## src/rtl/ddp_pkg.sv

```systemverilog
// Shared types and constants for the data-driven pipe merge stage.
package ddp_pkg;

  localparam int unsigned PKT_W = 38;

  typedef logic [PKT_W-1:0] pkt_t;

  // Input slot handshake states
  typedef enum logic {
    S_IDLE = 1'b0,
    S_ACK  = 1'b1
  } in_state_e;

  // Output channel handshake states
  typedef enum logic [1:0] {
    O_IDLE = 2'd0,
    O_REQ  = 2'd1,
    O_REL  = 2'd2
  } out_state_e;

  localparam logic SRC_EX = 1'b1;
  localparam logic SRC_IN = 1'b0;

endpackage

```

## src/rtl/hs_in_slot.sv

```systemverilog
// One-packet input buffer with a 4-phase Send/Ack receiver.
//  clk, rst_n : clock, async active-low reset
//  i_send     : source request
//  i_pkt      : source packet, stable while i_send=1
//  i_deq      : arbiter takes the buffered packet this cycle
//  o_ack      : acknowledge back to the source
//  o_full     : slot holds a packet
//  o_pkt      : buffered packet
module hs_in_slot
  import ddp_pkg::*;
(
  input  logic clk,
  input  logic rst_n,
  input  logic i_send,
  input  pkt_t i_pkt,
  input  logic i_deq,
  output logic o_ack,
  output logic o_full,
  output pkt_t o_pkt
);

  in_state_e r_state;
  in_state_e w_state_nxt;
  logic      r_ack;
  logic      w_ack_nxt;
  logic      r_full;
  logic      w_full_nxt;
  logic      w_load;
  pkt_t      r_pkt;

  // State and buffer registers
  always_ff @(posedge clk or negedge rst_n) begin
    if (!rst_n) begin
      r_state <= S_IDLE;
      r_ack   <= 1'b0;
      r_full  <= 1'b0;
      r_pkt   <= '0;
    end else begin
      r_state <= w_state_nxt;
      r_ack   <= w_ack_nxt;
      r_full  <= w_full_nxt;
      if (w_load) r_pkt <= i_pkt;
    end
  end

  // Capture only into an empty slot; a dequeue frees it for the next cycle
  always_comb begin
    w_state_nxt = r_state;
    w_ack_nxt   = r_ack;
    w_full_nxt  = r_full;
    w_load      = 1'b0;
    if (i_deq) w_full_nxt = 1'b0;
    case (r_state)
      S_IDLE: begin
        if (i_send && !r_full) begin
          w_load      = 1'b1;
          w_full_nxt  = 1'b1;
          w_ack_nxt   = 1'b1;
          w_state_nxt = S_ACK;
        end
      end
      S_ACK: begin
        if (!i_send) begin
          w_ack_nxt   = 1'b0;
          w_state_nxt = S_IDLE;
        end
      end
      default: w_state_nxt = S_IDLE;
    endcase
  end

  assign o_ack  = r_ack;
  assign o_full = r_full;
  assign o_pkt  = r_pkt;

endmodule

```

## src/rtl/merge_sched.sv

```systemverilog
// Two-source merge scheduler: buffers one packet each from EX and IN and
// issues them, arbitrated, on a single 4-phase output channel.
//  CLK, MR_n              : clock, async active-low master reset
//  Send_in_EX/Ack_out_EX  : EX handshake, PACKET_IN_EXTERNAL payload
//  Send_in_IN/Ack_out_IN  : IN handshake, PACKET_IN_INTERNAL payload
//  Send_out/Ack_in        : downstream handshake, PACKET_OUT payload
//  Sel_EX                 : 1 when PACKET_OUT came from EX
module merge_sched
  import ddp_pkg::*;
#(
  parameter bit RR_EN = 1'b1
) (
  input  logic             CLK,
  input  logic             MR_n,
  input  logic             Send_in_EX,
  input  logic [PKT_W-1:0] PACKET_IN_EXTERNAL,
  output logic             Ack_out_EX,
  input  logic             Send_in_IN,
  input  logic [PKT_W-1:0] PACKET_IN_INTERNAL,
  output logic             Ack_out_IN,
  output logic             Send_out,
  output logic [PKT_W-1:0] PACKET_OUT,
  input  logic             Ack_in,
  output logic             Sel_EX
);

  logic       w_full_ex;
  logic       w_full_in;
  pkt_t       w_pkt_ex;
  pkt_t       w_pkt_in;
  logic       w_deq_ex;
  logic       w_deq_in;
  logic       w_win;

  out_state_e r_state;
  out_state_e w_state_nxt;
  logic       r_send;
  logic       w_send_nxt;
  pkt_t       r_pkt;
  pkt_t       w_pkt_nxt;
  logic       r_sel;
  logic       w_sel_nxt;
  logic       r_last;
  logic       w_last_nxt;

  hs_in_slot u_slot_ex (
    .clk    (CLK),
    .rst_n  (MR_n),
    .i_send (Send_in_EX),
    .i_pkt  (PACKET_IN_EXTERNAL),
    .i_deq  (w_deq_ex),
    .o_ack  (Ack_out_EX),
    .o_full (w_full_ex),
    .o_pkt  (w_pkt_ex)
  );

  hs_in_slot u_slot_in (
    .clk    (CLK),
    .rst_n  (MR_n),
    .i_send (Send_in_IN),
    .i_pkt  (PACKET_IN_INTERNAL),
    .i_deq  (w_deq_in),
    .o_ack  (Ack_out_IN),
    .o_full (w_full_in),
    .o_pkt  (w_pkt_in)
  );

  // Winner: the lone full slot, or on a tie the source not granted last (RR) / EX
  always_comb begin
    if (w_full_ex && w_full_in) w_win = RR_EN ? ~r_last : SRC_EX;
    else                        w_win = w_full_ex ? SRC_EX : SRC_IN;
  end

  // Output state and registered outputs; last_grant resets to IN so EX wins first
  always_ff @(posedge CLK or negedge MR_n) begin
    if (!MR_n) begin
      r_state <= O_IDLE;
      r_send  <= 1'b0;
      r_pkt   <= '0;
      r_sel   <= 1'b0;
      r_last  <= SRC_IN;
    end else begin
      r_state <= w_state_nxt;
      r_send  <= w_send_nxt;
      r_pkt   <= w_pkt_nxt;
      r_sel   <= w_sel_nxt;
      r_last  <= w_last_nxt;
    end
  end

  // Output handshake: issue in IDLE, drop request on Ack_in, rearm on release
  always_comb begin
    w_state_nxt = r_state;
    w_send_nxt  = r_send;
    w_pkt_nxt   = r_pkt;
    w_sel_nxt   = r_sel;
    w_last_nxt  = r_last;
    w_deq_ex    = 1'b0;
    w_deq_in    = 1'b0;
    case (r_state)
      O_IDLE: begin
        if (w_full_ex || w_full_in) begin
          w_pkt_nxt   = (w_win == SRC_EX) ? w_pkt_ex : w_pkt_in;
          w_sel_nxt   = (w_win == SRC_EX);
          w_deq_ex    = (w_win == SRC_EX);
          w_deq_in    = (w_win == SRC_IN);
          w_last_nxt  = w_win;
          w_send_nxt  = 1'b1;
          w_state_nxt = O_REQ;
        end
      end
      O_REQ: begin
        if (Ack_in) begin
          w_send_nxt  = 1'b0;
          w_state_nxt = O_REL;
        end
      end
      O_REL: begin
        if (!Ack_in) w_state_nxt = O_IDLE;
      end
      default: w_state_nxt = O_IDLE;
    endcase
  end

  assign Send_out   = r_send;
  assign PACKET_OUT = r_pkt;
  assign Sel_EX     = r_sel;

endmodule

```

## config.mk

```make
export PLATFORM = sky130hd
export DESIGN_NAME = merge_sched
export DESIGN_NICKNAME = d
export VERILOG_FILES = /design/src/rtl/ddp_pkg.sv /design/src/rtl/hs_in_slot.sv /design/src/rtl/merge_sched.sv
export SDC_FILE = /design/constraint.sdc
export NUM_CORES = 1
export LEC_CHECK = 0
export ABC_AREA = 1
export CAP_MARGIN = 20
export CORE_ASPECT_RATIO = 1.2
export CORE_MARGIN = 1
export CORE_UTILIZATION = 40
export CTS_BUF_LIST = sky130_fd_sc_hd__clkbuf_8
export CTS_CLUSTER_DIAMETER = 40
export DETAILED_ROUTE_END_ITERATION = 6
export PLACE_DENSITY = 0.72
export SKIP_CTS_REPAIR_TIMING = 1
export SLEW_MARGIN = 5
export SYNTH_ARGS = -nofsm -noshare
export SYNTH_HDL_FRONTEND = slang
export SYNTH_HIERARCHICAL = 1
export SYNTH_SLANG_ARGS = --single-unit
```

## constraint.sdc

```tcl
create_clock -name CLK -period 1.15 [get_ports CLK]
set_clock_uncertainty 0.05 [all_clocks]
set_input_delay 0.2875 -clock CLK [delete_from_list [all_inputs] [get_ports CLK]]
set_output_delay 0.2875 -clock CLK [all_outputs]
set_load 0.005 [all_outputs]
```

==> results of run 1 <==
-- layout make-up --
class                   instances  area share
clock buffers                  24      0.0381
clock inverters                 8      0.0157
inverters                      29      0.0146
multi-input cells             465       0.289
flip-flops and latches        124       0.358
well taps                     171      0.0247
repair buffers                225       0.260
-- routing by layer --
metal  routed length, microns  GRT usage  up-vias  part of all wire
li1                         -          -     2579                 -
met1                     7100      0.267     2536              0.40
met2                     9050      0.367      210              0.51
met3                     1110     0.0357       33             0.063
met4                      384     0.0751        0             0.022
met5                        0          0        -                 0
-- through the flow --
| stage | setup TNS, ns | hold WS, ns | utilization |
|---|---|---|---|
| floorplan | 0 | -0.0581 | - |
| global placement | -33.69 | 0.134 | 0.534 |
| global route | -28.83 | 0.262 | 0.624 |
| detailed placement | -37.47 | 0.132 | 0.534 |
| CTS | -60.12 | -0.339 | 0.568 |
| finish | -22.07 | 0.256 | 0.624 |
-- flip-flops by register name, indices dropped and copies added (netlist names) --
register and cells:
u_slot_ex/o_ack 1, r_last 1, u_slot_ex/o_pkt 38, u_slot_in/o_ack 1
u_slot_in/r_state 1, PACKET_OUT 38, Send_out 1, r_state 2
u_slot_in/o_full 1, u_slot_ex/r_state 1, u_slot_in/o_pkt 38, u_slot_ex/o_full 1
-- kinds of logic after synthesis --
group | Yosys count
AO/OA/AOI/OAI | 10
AND/OR/NAND/NOR | 453
flip-flops | 124
buffers and inverters | 84
-- critical path, stage by stage, from the launching register on --
cell and delay [ns]:
sky130_fd_sc_hd__dfrtp_1 0.40, sky130_fd_sc_hd__buf_6 0.14, sky130_fd_sc_hd__nor2_4 0.13, sky130_fd_sc_hd__o21ai_4 0.08, sky130_fd_sc_hd__buf_12 0.15, sky130_fd_sc_hd__clkbuf_16 0.16, sky130_fd_sc_hd__nand2_1 0.07, sky130_fd_sc_hd__nand2_1 0.06
-- cells in the mapped netlist --
cell type,count
sky130_fd_sc_hd__nand3_4,2
sky130_fd_sc_hd__buf_2,26
sky130_fd_sc_hd__buf_6,18
sky130_fd_sc_hd__o21ai_2,1
sky130_fd_sc_hd__nand3b_1,21
sky130_fd_sc_hd__nand2_1,309
sky130_fd_sc_hd__nand4_1,76
sky130_fd_sc_hd__nor2_2,1
sky130_fd_sc_hd__a21oi_2,2
sky130_fd_sc_hd__clkbuf_1,4
sky130_fd_sc_hd__o31ai_1,1
sky130_fd_sc_hd__inv_2,4
sky130_fd_sc_hd__nand3_1,39
sky130_fd_sc_hd__buf_4,7
sky130_fd_sc_hd__a21o_1,1
sky130_fd_sc_hd__dfrtp_1,124
sky130_fd_sc_hd__nor2_1,5
sky130_fd_sc_hd__o21ai_1,2
sky130_fd_sc_hd__inv_1,25
sky130_fd_sc_hd__o21ai_0,1
sky130_fd_sc_hd__a21oi_1,2
-- how the worst max path moves through the flow --
stage	from	depth (start not counted)	endpoint
5_1_grt	r_state[0]	7	PACKET_OUT[16]
3_5_place_dp	r_state[1]	5	PACKET_OUT[35]
3_3_place_gp	r_state[0]	5	PACKET_OUT[33]
6_report	r_state[0]	7	PACKET_OUT[26]
2_1_floorplan	u_slot_in/o_full	5	u_slot_in/o_full
4_1_cts	r_state[1]	5	PACKET_OUT[28]
-- where the power goes --
group	leakage [uW]	internal, uW	switching [uW]	total, uW
Sequential	0.00155	6410	1340	7760
Combinational	0.00268	6350	6990	13300
Clock	0.000249	2750	1680	4430
Total	0.00448	15500	10000	25500
==> results list, run 1 <==
- Outcome: finished, violations left
- Pin placement for this block handled 123 I/O pins.
- For this configuration, the core starts out at a cell density of 0.413.
- Final weighted congestion in routability-driven placement: 0.785
- Final Power: 25500 uW
- Number of synthesized register bits: 124
- For this design, the sink count on the clock tree is 124.
* Violation count after the first detailed-routing iteration: 378
- In the finished design, the share of the clock period the worst path needs comes to 1.18.
- Inst Count DP: 969
- The number of max-slew violations in the final report came to 0.
- Post-synthesis share of cell area spent on xor and xnor gates: 0
- Max-capacitance violation count: 0
* Launching element type of the critical path: flop
- FF-to-FF Start: r_state[0]
- The wire-length estimate of the detail-placed layout is 10100 microns.
- Commonest cells after routing, fill and taps aside: sky130_fd_sc_hd__nand2_1 (238), sky130_fd_sc_hd__dfrtp_1 (123), sky130_fd_sc_hd__clkdlybuf4s50_1 (77), sky130_fd_sc_hd__nand4_1 (76), sky130_fd_sc_hd__buf_4 (64)
* Data arrival time of the critical path: 1.63 ns
- Leak pwr: 0.00448 uW
- Filler Cells Inserted: 1157
- Of the total synthesized cell area, the portion taken by full adders, half adders and majority gates is 0.
- The cell area that synthesis handed to floorplanning was 5730 sq um.
- Largest cells by area after synthesis: sky130_fd_sc_hd__dfrtp_1 (54%), sky130_fd_sc_hd__nand2_1 (20%), sky130_fd_sc_hd__nand4_1 (8.3%), sky130_fd_sc_hd__buf_6 (3.5%), sky130_fd_sc_hd__nand3_1 (3.4%)
- The H-tree generated during clock tree synthesis spans 4 levels.
* Pre-antenna DRT Iters: 7
* Kind of capture point of the worst setup path: flop
- Summing all multi-input logic gate instances after layout gives 2500 sq um.
* Die span in y: 133 microns
* Final hold viol count: 0
- Power spread over the standard cell area amounts to 2950 nW/um^2.
- 0 antenna diodes ended up in the layout.
* Basic-gate share of the synthesized area counting and, or, nand and nor cells: 0.358
- In the final design database the tool counted 943 nets.
- The die covers 14800 sq um.
* Leftover overflow at the end of global routing: 0
- DRC Markers: 12
- Fraction of layout cells with a size suffix above 1: 0.306
* Final WS setup: -0.211 ns
* IR drop worst, VDD: 1120 uV
* CTS tree: built
* Largest net degree at the start of global routing: 40
* Clock latency on the worst-skew pair: 0.42 ns
- After detailed placement, the total cell area comes to 7410 sq um.
- Final min period: 1.36 ns
* Worst setup slack before clock tree synthesis: -0.601 ns
* Type of the worst min-delay path: input port to asynchronous set/reset pin
* GR Util All Layers: 0.212
- The area growth from synthesis to layout is 51.3%.
* Main combinational cell family by area after synthesis: simple AND/OR/NAND/NOR gates
* Headroom to the max-slew limit: 0.802
* Cts bufs inserted: 17
* Vias per cell: 5.12
* Max Fanout on Critical Path: 7
* R2R Setup Slk: -0.21 ns
* Setup repair after global routing missed its margin: yes
- Setup Crit Path Kind: flop to flop
- First-pass GRT wire length: 24300 microns
- For the worst setup path, the data required time is 1.42 ns.
* Synth Net Count: 752
- Count of antenna-violating nets left after detailed routing: 0
- Std-Cell Rows: 47
* Clock root cell: sky130_fd_sc_hd__clkbuf_8
* WL final: 17600 microns
* Via count of the first global-routing pass: 4925
- The initial antenna violation count was 0.
- Post-Layout Inst Area: 8660 sq um
* Worst-case reg-to-reg path depth: 7
* Mux cell area share after synthesis: 0
- In this run the deepest clock path goes through 2 buffers.
- Violated checks: design-rule violations, negative setup slack
* Post-Syn Instances: 671
- Of all cell types, the one taking the most synthesized area is sky130_fd_sc_hd__dfrtp_1.
* Seq. cell area: 3100 sq um
- The area fraction in compound gates after synthesis came to 0.0116.
* Number of setup violations in the final report: 164
* Share of Yosys cell area claimed by the top area cell type: 0.542
- Cell Count, Final, Fillers Out: 1046
* Core Region: 13900 sq um
* Max Clk Rate: 735 MHz
- Of the synthesized area, sequential elements account for 0.542.
- Syn. warnings: 6
* Post-Syn Area per Cell: 8.53 sq um
- The endpoint identified for the worst register-to-register timing path is PACKET_OUT[26].
- Post-DR wirelength/cell: 16.9 microns
* Unique cell type count in the Yosys netlist: 21
- Clock-pin slew of the registers on the worst-case setup and hold paths: 0.07 ns
- Worst Max-Slew Pin Slew: 0.297 ns
- Count of input and output buffers: 122
- The library cell used most frequently in the layout, excluding fill and tap cells, is sky130_fd_sc_hd__nand2_1.
- Total number of vias: 5358
* Die extent in x: 111 microns
Note: power is estimated with default switching activity, not from simulation.
==> run 2: changes to the inputs <==
--- a/config.mk
+++ b/config.mk
@@ -7,13 +7,13 @@
 export LEC_CHECK = 0
 export ABC_AREA = 1
 export CAP_MARGIN = 20
-export CORE_ASPECT_RATIO = 1.2
 export CORE_MARGIN = 1
 export CORE_UTILIZATION = 40
 export CTS_BUF_LIST = sky130_fd_sc_hd__clkbuf_8
 export CTS_CLUSTER_DIAMETER = 40
 export DETAILED_ROUTE_END_ITERATION = 6
 export PLACE_DENSITY = 0.72
+export RECOVER_POWER = 25
 export SKIP_CTS_REPAIR_TIMING = 1
 export SLEW_MARGIN = 5
 export SYNTH_ARGS = -nofsm -noshare
==> run 2 against run 1 <==
The run ends with negative setup slack left; global-route usage increased by 0.70 points; flip-flop and latch count unchanged; cell count decreased by 2.2%; total power decreased by 12%; clock power decreased by 17%; wire length decreased by 10%; die area about the same; worst hold slack improved by 0.012 ns; non-clock buffer count decreased by 32; via count decreased by 4.5%; critical path type unchanged.
==> results list, run 2 (synthesized netlist as in run 1, its figures left out) <==
* Number of setup violations in the final report: 162 (was 164)
* Launching element type of the critical path: flop (unchanged)
* CTS tree: built (unchanged)
- Max-capacitance violation count: 0 (unchanged)
* Max-slew violations: 0 (unchanged)
- Final min period: 1.32 ns (was 1.36 ns)
* Area enclosed by the die boundary: 14800 sq um (about the same)
- The placeable core area came to 13900 sq um (about the same).
- Number of cells on the worst hold path: 4
- The required arrival time at the worst endpoint was 1.42 ns (about the same).
- The DRC marker count from the first detailed-route iteration is 424 (was 378).
- The initial cell density of the core is 0.411 (was 0.413).
* Most frequent CP cell: sky130_fd_sc_hd__nor2_4 (was sky130_fd_sc_hd__nand2_1)
* Via count of the first global-routing pass: 4807 (was 4925)
- The pre-CTS worst setup slack came to -0.582 ns (was -0.601 ns).
* Std-Cell Rows: 43 (was 47)
* Final WS setup: -0.174 ns (was -0.211 ns)
* Synthesis-to-layout area growth: 39.2% (was 51.3%)
* Number of buffers on the longest clock path: 2 (unchanged)
- Final antenna diode count: 0 (unchanged)
- GR Util All Layers: 0.219 (was 0.212)
- Die extent in x: 122 microns (was 111 microns)
* Power density over the cells: 2810 nW/um^2 (was 2950 nW/um^2)
- The static power due to leakage came to 0.00416 uW (was 0.00448 uW).
- WL final: 15800 microns (was 17600 microns)
- The DRC violations left came to 0 (was 12).
- Clock latency on the worst-skew pair: 0.43 ns (was 0.42 ns)
- The fraction of final layout cells sized beyond drive strength 1 is 0.209 (was 0.306).
- First-pass GRT wire length: 24300 microns (about the same)
* Setup repair after global routing missed its margin: yes (unchanged)
- Final net count: 911 (was 943)
- The maximum fanout count along the critical path is 19 (was 7).
- Worst-case reg-to-reg path depth: 5 (was 7)
- Pre-antenna DRT Iters: 7 (unchanged)
- The maximum achievable frequency was 755 MHz (was 735 MHz).
- Vias per cell: 5.00 (was 5.12)
- Commonest cells after routing, fill and taps aside: sky130_fd_sc_hd__nand2_1 (300), sky130_fd_sc_hd__dfrtp_1 (123), sky130_fd_sc_hd__clkdlybuf4s50_1 (77), sky130_fd_sc_hd__nand4_1 (76), sky130_fd_sc_hd__clkbuf_2 (42) (was sky130_fd_sc_hd__nand2_1 (238), sky130_fd_sc_hd__dfrtp_1 (123), sky130_fd_sc_hd__clkdlybuf4s50_1 (77), sky130_fd_sc_hd__nand4_1 (76), sky130_fd_sc_hd__buf_4 (64)).
- The setup slack on the worst flop-to-flop path was -0.17 ns (was -0.21 ns).
- The data arrival time of the critical path was 1.59 ns (was 1.63 ns).
* Post-DP HPWL: 10300 microns (was 10100 microns)
- Count of input and output buffers: 122 (unchanged)
- Top-level port count: 123 (unchanged)
- Worst R2R End: Send_out (was PACKET_OUT[26])
- IR drop worst, VDD: 1260 uV (was 1120 uV)
* FF-to-FF Start: u_slot_in/o_full (was r_state[0])
- Violated checks: negative setup slack (was design-rule violations, negative setup slack).
- Clock root cell: sky130_fd_sc_hd__clkbuf_8 (unchanged)
- The worst hold path terminates at u_slot_in/r_state.
* Leading cell type in the layout, fill and taps excluded: sky130_fd_sc_hd__nand2_1 (unchanged)
- Type of the worst min-delay path: input port to flop (was input port to asynchronous set/reset pin)
* Number of buffer and inverter instances along the worst setup path: 2 (was 3)
- Clock-pin slew of the registers on the worst-case setup and hold paths: 0.07 ns (about the same)
- Outcome: finished, violations left (unchanged).
- The global route total overflow is 0 (unchanged).
* Largest net degree at the start of global routing: 40 (unchanged)
- H-tree levels: 4 (unchanged)
* Cell at the slowest stage of the critical path: sky130_fd_sc_hd__dfrtp_1 (unchanged)
- The transition time of the tightest slew-check pin was 0.622 ns (was 0.297 ns).
- The cell total after placement was 971 (was 969).
- Cell Count, Final, Fillers Out: 1023 (was 1046)
- The overall power of the completed layout was 22400 uW (was 25500 uW).
- The initial antenna violation count came to 1 (was 0).
* CTS Sinks: 124 (unchanged)
- Critical path's largest stage delay: 0.41 ns (was 0.40 ns)
* Start point of the worst min-delay path: Send_in_IN
- The dominant delay contributor by cell family on the critical path was flip-flops (was buffers and inverters).
- The weighted congestion at the end of routability-driven global placement came to 0.778 (was 0.785).
- The die height is 122 microns (was 133 microns).
* Cell breakdown of the critical path: buf_6 -> nor2_4 -> nor2_4 -> buf_12 -> a21o_1 (was buf_6 -> nor2_4 -> o21ai_4 -> buf_12 -> clkbuf_16 -> nand2_1 -> nand2_1)
- The relative slew slack came to 0.585 (was 0.802).
- The category of the critical setup timing path was flop to flop (unchanged).
* Cts bufs inserted: 17 (unchanged)
- The remaining number of nets flagged by the antenna check after routing came to 0 (unchanged).
* Post-DR wirelength/cell: 15.5 microns (was 16.9 microns)
- Crit share post-route: 1.15 (was 1.18)
* Final hold viol count: 0 (unchanged)
- Total number of vias: 5115 (was 5358)
* Kind of capture point of the worst setup path: flop (unchanged)
==> run 2: changes by cell type in the layout (fill, tap and decap cells not counted), sizes merged <==
cell / change
buf: -26
clkbuf: -7
bufinv: -3
clkinv: +4
==> run 2: how the worst max path moves through the flow <==
stage	from	endpoint	cells past startpoint
after global routing	u_slot_in/o_full	Send_out	5
after global placement	r_state[0]	PACKET_OUT[35]	5
after CTS	r_last	Sel_EX	1
after floorplan	u_slot_in/o_full	u_slot_in/o_full	5
final	u_slot_in/o_full	Send_out	5
after detailed placement	r_state[0]	PACKET_OUT[27]	5
==> run 2: metrics by stage <==
stage	hold slack, ns	area (sq um)	utilization	setup TNS [ns]
final	0.269	7970	0.572	-14.47
after floorplan	-0.0581	5750	-	0
after global placement	0.183	7410	0.532	-30.67
after global routing	0.277	7970	0.572	-22.55
after detailed placement	0.182	7410	0.532	-33.96
after CTS	-0.291	7790	0.559	-56.31
==> run 2: where the power goes <==
| group | switching (uW) | internal [uW] | leakage (uW) |
|---|---|---|---|
| logic | 6150 | 5040 | 0.00239 |
| registers | 1120 | 6410 | 0.00155 |
| clock network | 1640 | 2020 | 0.000214 |
==> run 2: metal layers <==
metal,up-vias,part of all wire,global-route usage
met5,-,0.00063,0
met4,2,0.013,0.0787
met3,18,0.061,0.0445
met2,187,0.49,0.364
met1,2406,0.44,0.283
li1,2502,-,-
==> run 2: cell type report <==
class / count / area (sq um)
fill: 1265 / 5970
sequential: 124 / 3100
multi-input combinational: 465 / 2250
timing repair buffer: 193 / 1880
clock buffer: 23 / 317
tap: 180 / 225
inverter: 29 / 121
clock inverter: 9 / 67.6
==> run 2: tightest hold or removal path: cells and delay by family <==
kind / cells / cell delay (ns)
buffers and inverters: 2 / 0.32
AND/OR/NAND/NOR: 2 / 0.11
